==> config.mk <==
export PLATFORM = sky130hd
export DESIGN_NAME = mem_bus_ctrl_flat
export DESIGN_NICKNAME = d
export VERILOG_FILES = /design/src/rtl/mem_bus_pkg.sv /design/src/rtl/mem_bus_ctrl_if.sv /design/src/rtl/mfc_sync.sv /design/src/rtl/mem_bus_ctrl.sv /design/src/flat_wrapper.sv
export SDC_FILE = /design/constraint.sdc
export NUM_CORES = 1
export LEC_CHECK = 0
export CORE_MARGIN = 8
export CORE_UTILIZATION = 47
export DETAILED_ROUTE_END_ITERATION = 8
export PLACE_DENSITY = 0.87
export SETUP_SLACK_MARGIN = 0.5
export SYNTH_ARGS = -nofsm -noshare
export SYNTH_HDL_FRONTEND = slang
export SYNTH_SLANG_ARGS = --single-unit
==> constraint.sdc <==
create_clock -name clk -period 5.54 [get_ports clk]
set_clock_uncertainty 0.05 [all_clocks]
set_input_delay 0.554 -clock clk [delete_from_list [all_inputs] [get_ports clk]]
set_output_delay 0.554 -clock clk [all_outputs]
set_load 0.03 [all_outputs]
==> src/rtl/mem_bus_pkg.sv <==
// Shared definitions for the CPU-to-MEM bus interface unit: the controller
// state encoding, the MEM R_W encoding and the default bus widths.
package mem_bus_pkg;

   localparam int DEF_ADDR_W = 16;
   localparam int DEF_DATA_W = 16;

   // R_W encoding understood by MEM (the CPU rw input uses the same encoding)
   localparam logic MEM_READ  = 1'b1;
   localparam logic MEM_WRITE = 1'b0;

   typedef enum logic [2:0] {
      IDLE,
      SETUP,
      WAIT,
      RELEASE,
      DONE
   } state_e;

endpackage

==> src/rtl/mem_bus_ctrl_if.sv <==
// Bundle of the CPU request/response signals and the MEM-side signals of the
// bus interface unit. The controller uses the slave modport; the CPU/MEM
// environment uses the master modport.
interface mem_bus_ctrl_if
   import mem_bus_pkg::*;
#(
   parameter int ADDR_W = DEF_ADDR_W,
   parameter int DATA_W = DEF_DATA_W
) ();

   // CPU side
   logic              req;
   logic              rw;
   logic [ADDR_W-1:0] addr;
   logic [DATA_W-1:0] wdata;
   logic [DATA_W-1:0] rdata;
   logic              done;
   logic              busy;
   logic              err;

   // MEM side
   logic [ADDR_W-1:0] mem_address;
   logic [DATA_W-1:0] mem_data_in;
   logic [DATA_W-1:0] mem_data_out;
   logic              mem_r_w;
   logic              mem_en;
   logic              mem_mfc;

   modport slave (
      input  req, rw, addr, wdata, mem_data_out, mem_mfc,
      output rdata, done, busy, err, mem_address, mem_data_in, mem_r_w, mem_en
   );

   modport master (
      output req, rw, addr, wdata, mem_data_out, mem_mfc,
      input  rdata, done, busy, err, mem_address, mem_data_in, mem_r_w, mem_en
   );

endinterface

==> src/rtl/mfc_sync.sv <==
// Two-flop synchronizer for an asynchronous handshake input, with a
// registered rising-edge pulse. Reusable for any single-bit async strobe.
module mfc_sync (
   input  logic clk,
   input  logic rst_i,
   input  logic async_i,
   output logic sync_o,
   output logic rise_o
);

   logic s1_q;
   logic s2_q;
   logic rise_q;

   // Resynchronize the input and register the 0->1 transition seen between s1 and s2
   always_ff @(posedge clk or posedge rst_i) begin
      if (rst_i) begin
         s1_q   <= 1'b0;
         s2_q   <= 1'b0;
         rise_q <= 1'b0;
      end else begin
         s1_q   <= async_i;
         s2_q   <= s1_q;
         rise_q <= s1_q & ~s2_q;
      end
   end

   assign sync_o = s2_q;
   assign rise_o = rise_q;

endmodule

==> src/rtl/mem_bus_ctrl.sv <==
// Bus interface unit between the CPU control unit and the asynchronous MEM.
// Latches one request into MAR/MDR, presents it to MEM, raises EN after a
// setup period, waits for the synchronized MFC, then releases EN and reports
// completion with a one-cycle done pulse (err on timeout).
module mem_bus_ctrl
   import mem_bus_pkg::*;
#(
   parameter int ADDR_W    = DEF_ADDR_W,
   parameter int DATA_W    = DEF_DATA_W,
   parameter int SETUP_CYC = 1,
   parameter int TIMEOUT   = 15
) (
   input  logic          clk,
   input  logic          reset,
   mem_bus_ctrl_if.slave bus
);

   // The timer is shared by the setup count and the WAIT/RELEASE watchdogs,
   // so it must hold the larger of the two limits.
   localparam int CNT_MAX = (TIMEOUT > SETUP_CYC) ? TIMEOUT : SETUP_CYC;
   localparam int TW      = $clog2(CNT_MAX + 1);

   localparam logic [TW-1:0] SETUP_LAST = TW'(SETUP_CYC);
   localparam logic [TW-1:0] TO_LAST    = TW'(TIMEOUT - 1);
   localparam logic [TW-1:0] TMR_MAX    = TW'(CNT_MAX);

   state_e            state_q, state_d;
   logic [ADDR_W-1:0] addr_q, addr_d;     // MAR
   logic [DATA_W-1:0] wdata_q, wdata_d;   // MDR
   logic              rw_q, rw_d;
   logic              en_q, en_d;
   logic [DATA_W-1:0] rdata_q, rdata_d;
   logic              done_q, done_d;
   logic              busy_q, busy_d;
   logic              err_q, err_d;
   logic [TW-1:0]     timer_q, timer_d;
   logic [TW-1:0]     timer_inc;

   logic              mfc_s2;
   logic              mfc_rise;

   mfc_sync u_mfc_sync (
      .clk     (clk),
      .rst_i   (reset),
      .async_i (bus.mem_mfc),
      .sync_o  (mfc_s2),
      .rise_o  (mfc_rise)
   );

   // Saturating increment: the timer never wraps back to zero
   assign timer_inc = (timer_q == TMR_MAX) ? timer_q : timer_q + 1'b1;

   // State and output registers; reset aborts any access in flight
   always_ff @(posedge clk or posedge reset) begin
      if (reset) begin
         state_q <= IDLE;
         addr_q  <= '0;
         wdata_q <= '0;
         rw_q    <= MEM_READ;
         en_q    <= 1'b0;
         rdata_q <= '0;
         done_q  <= 1'b0;
         busy_q  <= 1'b0;
         err_q   <= 1'b0;
         timer_q <= '0;
      end else begin
         state_q <= state_d;
         addr_q  <= addr_d;
         wdata_q <= wdata_d;
         rw_q    <= rw_d;
         en_q    <= en_d;
         rdata_q <= rdata_d;
         done_q  <= done_d;
         busy_q  <= busy_d;
         err_q   <= err_d;
         timer_q <= timer_d;
      end
   end

   // Next-state and next-output logic of the access sequencer
   always_comb begin
      state_d = state_q;
      addr_d  = addr_q;
      wdata_d = wdata_q;
      rw_d    = rw_q;
      en_d    = en_q;
      rdata_d = rdata_q;
      done_d  = 1'b0;
      busy_d  = busy_q;
      err_d   = err_q;
      timer_d = timer_q;

      unique case (state_q)
         IDLE: begin
            if (bus.req) begin
               addr_d  = bus.addr;
               wdata_d = bus.wdata;
               rw_d    = bus.rw;
               err_d   = 1'b0;
               timer_d = '0;
               busy_d  = 1'b1;
               state_d = SETUP;
            end
         end

         SETUP: begin
            // Address/data/R_W have been stable for SETUP_CYC cycles: raise EN
            if (timer_q >= SETUP_LAST) begin
               en_d    = 1'b1;
               timer_d = '0;
               state_d = WAIT;
            end else begin
               timer_d = timer_inc;
            end
         end

         WAIT: begin
            // A completed handshake takes priority over a simultaneous timeout
            if (mfc_rise) begin
               if (rw_q != MEM_WRITE) begin
                  rdata_d = bus.mem_data_out;
               end
               en_d    = 1'b0;
               timer_d = '0;
               state_d = RELEASE;
            end else if (timer_q >= TO_LAST) begin
               en_d    = 1'b0;
               err_d   = 1'b1;
               timer_d = '0;
               state_d = RELEASE;
            end else begin
               timer_d = timer_inc;
            end
         end

         RELEASE: begin
            // Hold EN low until MEM has withdrawn MFC, bounded by the watchdog
            if (!mfc_s2) begin
               done_d  = 1'b1;
               state_d = DONE;
            end else if (timer_q >= TO_LAST) begin
               err_d   = 1'b1;
               done_d  = 1'b1;
               state_d = DONE;
            end else begin
               timer_d = timer_inc;
            end
         end

         DONE: begin
            busy_d  = 1'b0;
            state_d = IDLE;
         end

         default: begin
            state_d = IDLE;
         end
      endcase
   end

   assign bus.mem_address = addr_q;
   assign bus.mem_data_in = wdata_q;
   assign bus.mem_r_w     = rw_q;
   assign bus.mem_en      = en_q;
   assign bus.rdata       = rdata_q;
   assign bus.done        = done_q;
   assign bus.busy        = busy_q;
   assign bus.err         = err_q;

endmodule

==> src/flat_wrapper.sv <==
// flat-port wrapper written by rule: the top's interface ports become plain ports
module mem_bus_ctrl_flat import mem_bus_pkg::*;
#(
   parameter int ADDR_W    = DEF_ADDR_W,
   parameter int DATA_W    = DEF_DATA_W,
   parameter int SETUP_CYC = 1,
   parameter int TIMEOUT   = 15
)
  (clk, reset, bus_req, bus_rw, bus_addr, bus_wdata, bus_mem_data_out, bus_mem_mfc, bus_rdata, bus_done, bus_busy, bus_err, bus_mem_address, bus_mem_data_in, bus_mem_r_w, bus_mem_en);
  mem_bus_ctrl_if #(.ADDR_W(ADDR_W), .DATA_W(DATA_W)) bus_i ();
  input  logic clk;
  input  logic reset;
  input wire logic [$bits(bus_i.req)-1:0] bus_req;
  input wire logic [$bits(bus_i.rw)-1:0] bus_rw;
  input wire logic [$bits(bus_i.addr)-1:0] bus_addr;
  input wire logic [$bits(bus_i.wdata)-1:0] bus_wdata;
  input wire logic [$bits(bus_i.mem_data_out)-1:0] bus_mem_data_out;
  input wire logic [$bits(bus_i.mem_mfc)-1:0] bus_mem_mfc;
  output wire logic [$bits(bus_i.rdata)-1:0] bus_rdata;
  output wire logic [$bits(bus_i.done)-1:0] bus_done;
  output wire logic [$bits(bus_i.busy)-1:0] bus_busy;
  output wire logic [$bits(bus_i.err)-1:0] bus_err;
  output wire logic [$bits(bus_i.mem_address)-1:0] bus_mem_address;
  output wire logic [$bits(bus_i.mem_data_in)-1:0] bus_mem_data_in;
  output wire logic [$bits(bus_i.mem_r_w)-1:0] bus_mem_r_w;
  output wire logic [$bits(bus_i.mem_en)-1:0] bus_mem_en;
  assign bus_i.req = bus_req;
  assign bus_i.rw = bus_rw;
  assign bus_i.addr = bus_addr;
  assign bus_i.wdata = bus_wdata;
  assign bus_i.mem_data_out = bus_mem_data_out;
  assign bus_i.mem_mfc = bus_mem_mfc;
  assign bus_rdata = bus_i.rdata;
  assign bus_done = bus_i.done;
  assign bus_busy = bus_i.busy;
  assign bus_err = bus_i.err;
  assign bus_mem_address = bus_i.mem_address;
  assign bus_mem_data_in = bus_i.mem_data_in;
  assign bus_mem_r_w = bus_i.mem_r_w;
  assign bus_mem_en = bus_i.mem_en;
  mem_bus_ctrl #(.ADDR_W(ADDR_W), .DATA_W(DATA_W), .SETUP_CYC(SETUP_CYC), .TIMEOUT(TIMEOUT)) u_core (.clk(clk), .reset(reset), .bus(bus_i));
endmodule
==> results.py, run 1 <==
metrics = {
    "outcome": {
        "status": "completed",
    },
    "synth": {
        "synth_area_per_cell_um2": 14.5,
        "ys_types": 40,
        "ys_seq_area_share_pct": 58.4,
        "synth_top_area_cell": "dfrtp_1",
        "syn-num-nets": 243,
        "synth_cells": 186,
        "synth_commonest_cells": "dfrtp_1 (62), mux2_2 (37), mux2_4 (10)",
        "synthFlopType": "dfrtp_1",
        "synth_most_common_cell": "dfrtp_1",
        "yosysTopAreaCellShare_pct": 57.4,
        "synth_edf_count": 0,
        "ys.warnings.count": 0,
        "synthesis.area_um2": 2700,
        "yosys_register_bits": 63,
        "yosys-top-cells-area": "dfrtp_1 (57%), mux2_2 (15%), mux2_4 (5.6%)",
        "synth-async-reset-ratio_pct": 100,
    },
    "worst_setup_path": {
        "startpoint_type": "flop",
        "crit_buf_inv": 1,
        "end_kind": "output port",
        "max_stage_delay_ps": 700,
        "crit_chain": "clkdlybuf4s50_1",
        "cp_data_required_time_ps": 4940,
        "worstPathMaxFanout": 3,
        "cpMaxStageDelayCell": "clkdlybuf4s50_1",
        "rr_worst_depth": 6,
        "path_delay_family": "buffers and inverters",
        "critical_path_arrival_ps": 1600,
        "path_class": "flop to output port",
        "cp_num_cells": 1,
    },
    "power": {
        "switching_share_pct": 39.9,
        "intPower_w": 0.00152,
        "p_comb_share_pct": 51.6,
        "vdd_ir_drop_max_v": 0.000323,
        "p_leak_nw": 1.72,
        "p_clk_share_pct": 15.0,
        "switchingPower_w": 0.00101,
        "seq_power_share_pct": 33.4,
        "power.density_nw_per_um2": 635,
    },
    "die": {
        "ios": 106,
        "start_util_pct": 48.8,
        "die_area_um2": 8430,
        "fp.coreArea_um2": 5540,
        "die_w_um": 91.8,
        "placementRows": 27,
        "die_h_um": 91.8,
    },
    "global_routing": {
        "grt_pass1_wl_mm": 10.9,
        "gr-usage-all-layers_pct": 16.0,
        "grt_max_degree": 64,
        "grt-ovfl-total": 0,
        "grt_pass1_vias": 2206,
        "antenna_found_initial": 0,
    },
    "drt": {
        "viasPerCell": 5.20,
        "wl_met1_mm": 2.75,
        "post_drt_wl_per_cell_um": 17.1,
        "wl_mm": 6.38,
        "routed.top_layer": "met4",
        "drt-initial-drc-count": 63,
        "detail-route-antenna-nets": 0,
        "vias": 1938,
        "wl_met2_mm": 2.96,
        "met3WireLength_um": 551,
        "dr.pass1.iters": 4,
        "remaining_drc_errors": 0,
    },
    "clock_tree": {
        "path_clk_slew_ps": 60,
        "cts_buffers": 9,
        "post_cts_resized": 0,
        "cts_tree": "done",
        "cts-root-buf": "clkbuf_8",
        "post_cts_buffers": 0,
        "clock_latency_ps": 320,
        "htreeDepth": 3,
        "clock-sinks": 63,
        "hold_buffers": 0,
        "clockBufferDepth": 2,
    },
    "sta": {
        "slew_headroom_pct": 50.2,
        "finalHoldViolCount": 0,
        "finalSetupTns_ps": 0,
        "rsz0062_at_grt": "no",
        "post-route-period-util_pct": 39.8,
        "tightest_slew_ps": 748,
        "min_period_ps": 2210,
        "report.final.slew_viol_count": 0,
        "max_freq_mhz": 453,
        "finalSetupViolations": 0,
    },
    "worst_hold_path": {
        "min_path_type": "flop to flop",
        "hold_depth": 0,
    },
    "cells_and_area": {
        "layout-drive-gt1-share_pct": 23.6,
        "post-route-cell-area_um2": 3980,
        "diodes": 0,
        "nets": 353,
        "fillCellCount": 400,
        "areaGrowthSynthToFinish_pct": 47.2,
    },
    "placement": {
        "port_buffers": 105,
        "hpwl_mm": 4.81,
        "gp_congestion": 0.887,
        "place_area_um2": 3790,
    },
    "run": {
        "cap_violations": 0,
    },
}
==> cell usage in the layout, fill, tap and decap left out, types with 3 or more instances in the layout <==
cell type,synthesis,routed
ha_1,4,4
o21ai_0,5,5
dfrtp_1,62,62
inv_1,6,5
clkinv_2,0,3
clkdlybuf4s50_1,0,105
nand2_1,5,5
clkbuf_8,0,10
a21oi_1,9,9
nor2_1,3,3
mux2_4,10,10
mux2_2,37,37
==> cell type report <==
cell class	instances	area [µm²]	share of cell area [%]
Inverter	6	22.5	0.566
Sequential cell	63	1580	39.7
Multi-Input combinational cell	109	1030	25.9
Tap cell	72	90.1	2.26
Timing Repair Buffer	107	1070	26.8
Clock inverter	4	45.0	1.13
Clock buffer	12	145	3.65
==> registers in the layout, summed over array words and instances, names as in the netlist <==
| name | cells |
|---|---|
| u_core.u_mfc_sync.rise_o | 1 |
| u_core.timer_q | 4 |
| u_core.u_mfc_sync.s1_q | 1 |
| u_core.bus.mem_r_w | 1 |
| u_core.bus.busy | 1 |
| u_core.u_mfc_sync.sync_o | 1 |
| u_core.state_q | 3 |
| u_core.bus.done | 1 |
| u_core.bus.err | 1 |
| u_core.bus.mem_address | 16 |
| u_core.bus.rdata | 16 |
| u_core.bus.mem_en | 1 |
| u_core.bus.mem_data_in | 16 |
==> cells by family after synthesis <==
family | Yosys count | synth area share [%]
buffers and inverters | 14 | 3.43
and+or+nand+nor | 26 | 6.67
DFF | 63 | 58.4
muxes | 50 | 22.2
AOI/OAI and AO/OA | 29 | 7.50
adders and majority gates | 4 | 1.85
==> metal layers <==
| layer | global-route usage (%) | up-vias |
|---|---|---|
| met5 | 0 | - |
| met4 | 6.17 | 0 |
| met3 | 6.68 | 10 |
| met2 | 25.2 | 93 |
| met1 | 19.2 | 948 |
| li1 | - | 887 |
==> power by group through the flow <==
stage                     combinational, W  clock, W  sequential (W)
after floorplan                   0.000434         0         0.00120
after global placement             0.00129         0        0.000838
after detailed placement           0.00131         0        0.000849
after CTS                          0.00132  0.000390        0.000845
after global routing               0.00138  0.000412        0.000877
final                              0.00130  0.000379        0.000843
==> through the flow <==
stage	power, W	hold WS [ps]	worst slack, ps	std cells	utilization, %
floorplan	0.00163	297	3370	186	-
finish	0.00253	322	3330	373	71.8
global placement	0.00213	299	3280	357	68.4
global route	0.00267	346	3270	373	71.8
CTS	0.00255	323	3310	373	71.8
detailed placement	0.00216	309	3170	357	68.4
==> final timing paths <==
check | startpoint | end | slack [ps]
hold reg to reg | u_core.u_mfc_sync.s1_q | u_core.u_mfc_sync.sync_o | 320
setup / recovery | u_core.bus.mem_r_w | bus_mem_r_w | 3330
min in group asynchronous | reset | u_core.bus.mem_address[12] | 730
setup reg to reg | u_core.timer_q[1] | u_core.timer_q[2] | 3610
hold / removal | u_core.u_mfc_sync.s1_q | u_core.u_mfc_sync.sync_o | 320
max in group asynchronous | reset | u_core.timer_q[2] | 4220
(Power assumes the default switching activity.)
==> run 2, diff against run 1 <==
--- a/config.mk
+++ b/config.mk
@@ -6,9 +6,9 @@
 export NUM_CORES = 1
 export LEC_CHECK = 0
 export CORE_MARGIN = 8
-export CORE_UTILIZATION = 47
+export CORE_UTILIZATION = 39
 export DETAILED_ROUTE_END_ITERATION = 8
-export PLACE_DENSITY = 0.87
+export PLACE_DENSITY = 0.78
 export SETUP_SLACK_MARGIN = 0.5
 export SYNTH_ARGS = -nofsm -noshare
 export SYNTH_HDL_FRONTEND = slang
==> constraint.sdc (replaced) <==
create_clock -name clk -period 1.83 [get_ports clk]
set_clock_uncertainty 0.05 [all_clocks]
set_input_delay 0.183 -clock clk [delete_from_list [all_inputs] [get_ports clk]]
set_output_delay 0.183 -clock clk [all_outputs]
set_load 0.03 [all_outputs]
==> run 2 against run 1 <==
Net effect: power rose to 3.4 times the previous value; global-route usage fell by 0.25 points; die area rose by 17%; utilization fell by 5.9 points; critical endpoint is now u_core.timer_q[2]; critical path depth rose by 5; highest routed layer unchanged; hold slack got worse by 150 ps; routed wire length rose by 20%; final cell count rose by 8.6%.
==> results.py, run 2 (synthesized netlist as in run 1, its figures left out) <==
metrics = {
    "outcome": {
        "status": "completed",
    },
    "placement": {
        "hpwl_mm": 4.98,
        "post-place-ws_ps": 54.6,
        "port_buffers": 105,
        "gp_congestion": 0.888,
        "dp.cells": 370,
    },
    "cells_and_area": {
        "fillCellCount": 497,
        "final_common_cell": "dfrtp_1",
        "fin_cells": 405,
        "post-route-util_pct": 65.9,
        "layout-drive-gt1-share_pct": 52.9,
        "diodes": 0,
        "final_cell_mix": "dfrtp_1 (57), clkdlybuf4s50_1 (52), mux2_4 (43)",
        "nets": 377,
        "areaGrowthSynthToFinish_pct": 64.8,
    },
    "worst_setup_path": {
        "end_kind": "flop",
        "startpoint_type": "flop",
        "cpMaxStageDelayCell": "dfrtp_2",
        "max_stage_delay_ps": 420,
        "cp_data_required_time_ps": 2020,
        "worstPathMaxFanout": 3,
        "path_class": "flop to flop",
        "critical_path_arrival_ps": 1850,
        "crit_chain": "inv_4, ha_4, o211a_4, o21a_1, a21o_1, a311oi_1",
    },
    "drt": {
        "post_drt_wl_per_cell_um": 19.0,
        "met3WireLength_um": 628,
        "viasPerCell": 5.10,
        "vias": 2064,
        "wl_met2_mm": 3.76,
        "wl_mm": 7.69,
        "detail-route-antenna-nets": 0,
        "remaining_drc_errors": 0,
        "routed.top_layer": "met4",
        "wl_met1_mm": 3.23,
        "drt-initial-drc-count": 50,
        "dr.pass1.iters": 4,
    },
    "die": {
        "die_h_um": 99.2,
        "placementRows": 30,
        "die_w_um": 99.2,
        "fp.coreArea_um2": 6760,
        "die_area_um2": 9850,
        "start_util_pct": 40.0,
        "ios": 106,
    },
    "power": {
        "vdd_ir_drop_max_v": 0.00110,
        "intPower_w": 0.00504,
        "p_clk_share_pct": 16.1,
        "switchingPower_w": 0.00343,
        "p_leak_nw": 2.04,
        "p_comb_share_pct": 53.5,
        "switching_share_pct": 40.5,
        "power.density_nw_per_um2": 1900,
        "seq_power_share_pct": 30.4,
    },
    "global_routing": {
        "grt_pass1_vias": 2294,
        "gr-usage-all-layers_pct": 15.8,
        "antenna_found_initial": 0,
        "grt_max_degree": 25,
        "grt-ovfl-total": 0,
        "grt_pass1_wl_mm": 12.2,
    },
    "sta": {
        "slew_headroom_pct": 69.0,
        "rsz0062_at_grt": "yes",
        "worst_slack_ps": 171,
        "tightest_slew_ps": 464,
        "max_freq_mhz": 603,
        "finalSetupViolations": 0,
        "post-route-period-util_pct": 90.6,
        "finalSetupTns_ps": 0,
        "finalHoldViolCount": 0,
        "min_period_ps": 1660,
        "report.final.slew_viol_count": 0,
    },
    "clock_tree": {
        "htreeDepth": 3,
        "cts_tree": "done",
        "clock_latency_ps": 330,
        "clock-sinks": 63,
        "clockBufferDepth": 2,
        "cts-root-buf": "clkbuf_8",
        "path_clk_slew_ps": 70,
        "cts_buffers": 9,
    },
    "worst_hold_path": {
        "min_path_type": "input pin to async pin",
    },
    "run": {
        "cap_violations": 0,
    },
}
run 2: cell types whose count changed in the layout (fill, tap and decap cells not counted), moves of 4 or more:
| cell | change |
|---|---|
| buf_12 | +4 |
| buf_16 | +4 |
| buf_4 | +10 |
| buf_6 | +7 |
| clkbuf_2 | +36 |
| clkdlybuf4s15_2 | +12 |
| clkdlybuf4s50_1 | -53 |
| dfrtp_1 | -5 |
| dfrtp_2 | +5 |
| inv_1 | -4 |
| mux2_2 | -31 |
| mux2_4 | +33 |
run 2: final timing paths:
kind	slack, ps	from	endpoint	cells past startpoint
worst min register to register	320	u_core.u_mfc_sync.s1_q	u_core.u_mfc_sync.sync_o	0
min in group clk	240	bus_mem_mfc	u_core.u_mfc_sync.s1_q	1
worst max-delay path	170	u_core.timer_q[0]	u_core.timer_q[2]	6
max in group asynchronous	1020	reset	u_core.bus.mem_r_w	3
worst min-delay path	170	reset	u_core.bus.mem_data_in[2]	2
worst max register to register	170	u_core.timer_q[0]	u_core.timer_q[2]	6
run 2: critical path, delay by kind of cell, from the launching register on:
kind | cells | cell delay, ps
flops | 1 | 420
fa+ha+maj | 1 | 170
compound gates | 4 | 870
buf+inv | 1 | 60
run 2: area by class of cell:
class	instances	area, µm²	area share [%]
Timing Repair Buffer	131	1230	27.6
Sequential cell	63	1580	35.6
Tap cell	80	100	2.25
Clock inverter	3	65.1	1.46
Multi-Input combinational cell	109	1280	28.8
Clock buffer	13	159	3.57
Inverter	6	33.8	0.758
run 2: power groups by stage:
stage / clock (W) / combinational (W) / sequential, W
after floorplan: 0 / 0.00163 / 0.00365
after global routing: 0.00147 / 0.00479 / 0.00267
after global placement: 0 / 0.00434 / 0.00256
after CTS: 0.00139 / 0.00465 / 0.00254
after detailed placement: 0 / 0.00441 / 0.00256
final: 0.00136 / 0.00453 / 0.00258
run 2: metrics by stage:
stage	power, W	cell area (µm²)	hold slack, ps
3_5_place_dp	0.00697	4030	309
4_1_cts	0.00859	4580	174
6_report	0.00847	4450	173
5_1_grt	0.00893	4450	195
2_1_floorplan	0.00528	2860	164
3_3_place_gp	0.00690	4030	303
run 2: per-layer routing:
layer  global-route usage (%)  vias up
met5                        0        -
met4                     5.01        0
met3                     7.26        6
met2                     25.9       86
met1                     17.9     1033
li1                         -      939
run 2: timing repair:
item	4_1_cts	5_1_grt
setup endpoints to repair	112	98
gates resized for setup	134	65
buffers inserted	15	0
hold buffers	0	0
cloned	4	0
pin swaps	12	10
==> run 3, diff against run 2 <==
--- a/config.mk
+++ b/config.mk
@@ -6,9 +6,9 @@
 export NUM_CORES = 1
 export LEC_CHECK = 0
 export CORE_MARGIN = 8
-export CORE_UTILIZATION = 39
+export CORE_UTILIZATION = 36
 export DETAILED_ROUTE_END_ITERATION = 8
-export PLACE_DENSITY = 0.78
+export PLACE_DENSITY = 0.73
 export SETUP_SLACK_MARGIN = 0.5
 export SYNTH_ARGS = -nofsm -noshare
 export SYNTH_HDL_FRONTEND = slang
==> run 3 against run 2 <==
Net effect: combinational power rose by 4%; critical path type unchanged; sequential share of layout area is 1.2 points lower; flip-flop and latch count did not move; power grew 2.0%; final cell count grew 6.9%; non-clock buffer count grew 10; hold slack worse by 21 ps; fmax shrank 0.31%; highest routed layer unchanged; routed wire length increased by 3.2%; clock power about the same; critical endpoint unchanged; via count is 4.0% higher.
==> results.py, run 3 (synthesized netlist as in run 1, its figures left out) <==
metrics = {
    "sta": {
        "finalHoldViolCount": 0,
        "holdWs_ps": 152,
        "finalSetupTns_ps": 0,
        "rsz0062_at_grt": "yes",
        "worst_slack_ps": 166,
        "post-route-period-util_pct": 90.9,
        "slew_headroom_pct": 71.9,
        "min_period_ps": 1660,
        "max_freq_mhz": 601,
        "tightest_slew_ps": 421,
        "finalSetupViolations": 0,
        "report.final.slew_viol_count": 0,
    },
    "global_routing": {
        "grt_max_degree": 30,
        "grt_pass1_vias": 2229,
        "grt-ovfl-total": 0,
        "gr-usage-all-layers_pct": 15.4,
        "antenna_found_initial": 0,
        "grt_pass1_wl_mm": 12.1,
    },
    "clock_tree": {
        "hold_buffers": 0,
        "clockBufferDepth": 2,
        "htreeDepth": 3,
        "cts_buffers": 9,
        "clock_latency_ps": 330,
        "path_clk_slew_ps": 70,
        "cts-root-buf": "clkbuf_8",
        "cts_tree": "done",
        "clock-sinks": 63,
    },
    "power": {
        "switching_share_pct": 40.1,
        "p_clk_share_pct": 15.9,
        "switchingPower_w": 0.00347,
        "vdd_ir_drop_max_v": 0.000940,
        "p_comb_share_pct": 54.4,
        "intPower_w": 0.00517,
        "seq_power_share_pct": 29.7,
        "power.density_nw_per_um2": 1870,
        "p_leak_nw": 2.11,
    },
    "placement": {
        "dp.cells": 390,
        "place_area_um2": 4080,
        "hpwl_mm": 5.06,
        "post-place-ws_ps": 26.4,
        "port_buffers": 105,
        "gp_congestion": 0.813,
    },
    "cells_and_area": {
        "final_cell_mix": "dfrtp_1 (57), clkdlybuf4s50_1 (52), mux2_4 (43)",
        "diodes": 0,
        "nets": 387,
        "final_common_cell": "dfrtp_1",
        "post-route-cell-area_um2": 4610,
        "areaGrowthSynthToFinish_pct": 70.5,
        "layout-drive-gt1-share_pct": 53.9,
        "fin_cells": 433,
        "fillCellCount": 552,
    },
    "drt": {
        "wl_mm": 7.93,
        "vias": 2146,
        "dr.pass1.iters": 4,
        "wl_met2_mm": 3.64,
        "post_drt_wl_per_cell_um": 18.3,
        "viasPerCell": 4.96,
        "routed.top_layer": "met4",
        "met3WireLength_um": 862,
        "remaining_drc_errors": 0,
        "wl_met1_mm": 3.22,
        "detail-route-antenna-nets": 0,
        "drt-initial-drc-count": 193,
    },
    "worst_setup_path": {
        "startpoint_type": "flop",
        "rr_startpoint": "u_core.timer_q[0]",
        "worstPathMaxFanout": 4,
        "end_kind": "flop",
        "cp_data_required_time_ps": 2020,
        "path_class": "flop to flop",
        "critPathLaunch": "u_core.timer_q[0]",
        "critical_path_arrival_ps": 1850,
    },
    "die": {
        "die_w_um": 103,
        "fp.coreArea_um2": 7250,
        "placementRows": 31,
        "die_h_um": 103,
        "die_area_um2": 10500,
        "ios": 106,
        "start_util_pct": 37.3,
    },
    "worst_hold_path": {
        "min_path_type": "input pin to async pin",
    },
    "run": {
        "cap_violations": 0,
    },
    "outcome": {
        "status": "completed",
    },
}
-- run 3: area by class of cell --
type / instances / area, µm² / area share, %
well taps: 99 / 124 / 2.69
flip-flops and latches: 63 / 1580 / 34.4
multi-input cells: 109 / 1290 / 28.0
repair buffers: 141 / 1350 / 29.2
inverters: 6 / 33.8 / 0.733
clock inverters: 3 / 65.1 / 1.41
clock buffers: 12 / 165 / 3.58
-- run 3: power groups by stage --
stage | Clock, W | Combinational [W] | Sequential (W)
3_5_place_dp | 0 | 0.00443 | 0.00256
2_1_floorplan | 0 | 0.00163 | 0.00365
4_1_cts | 0.00141 | 0.00481 | 0.00255
6_report | 0.00138 | 0.00470 | 0.00256
5_1_grt | 0.00148 | 0.00496 | 0.00265
3_3_place_gp | 0 | 0.00435 | 0.00255
-- run 3: path summary, 6_finish.rpt --
path	endpoint	slack (ps)	cells after the start
max in group asynchronous	u_core.bus.mem_r_w	1030	3
setup reg to reg	u_core.timer_q[2]	170	6
setup / recovery	u_core.timer_q[2]	170	6
min in group clk	u_core.u_mfc_sync.s1_q	250	1
hold / removal	u_core.timer_q[2]	150	2
hold reg to reg	u_core.u_mfc_sync.sync_o	310	0
-- run 3: per-stage QoR --
step	util, %	power (W)
after floorplan	-	0.00528
after global placement	56.2	0.00690
after detailed placement	56.2	0.00698
after CTS	65.1	0.00877
after global routing	63.5	0.00909
final	63.5	0.00864
-- run 3: routing by layer --
layer	vias to the layer above	track usage [%]
li1	962	-
met1	1059	18.8
met2	103	23.2
met3	22	5.87
met4	0	7.56
met5	-	0
-- run 3: what timing repair did --
item	in CTS	in global routing
endpoints found under the setup margin	112	98
cloned	5	0
gates resized for setup	141	55
setup buffers	19	4
pin swaps	17	6
-- run 3: worst max-delay path, stage by stage, from the launching register on --
cell	delay (ps)
dfrtp_2	440
inv_4	70
ha_4	170
o211a_4	250
o21a_1	190
a21o_1	210
a311oi_2	190
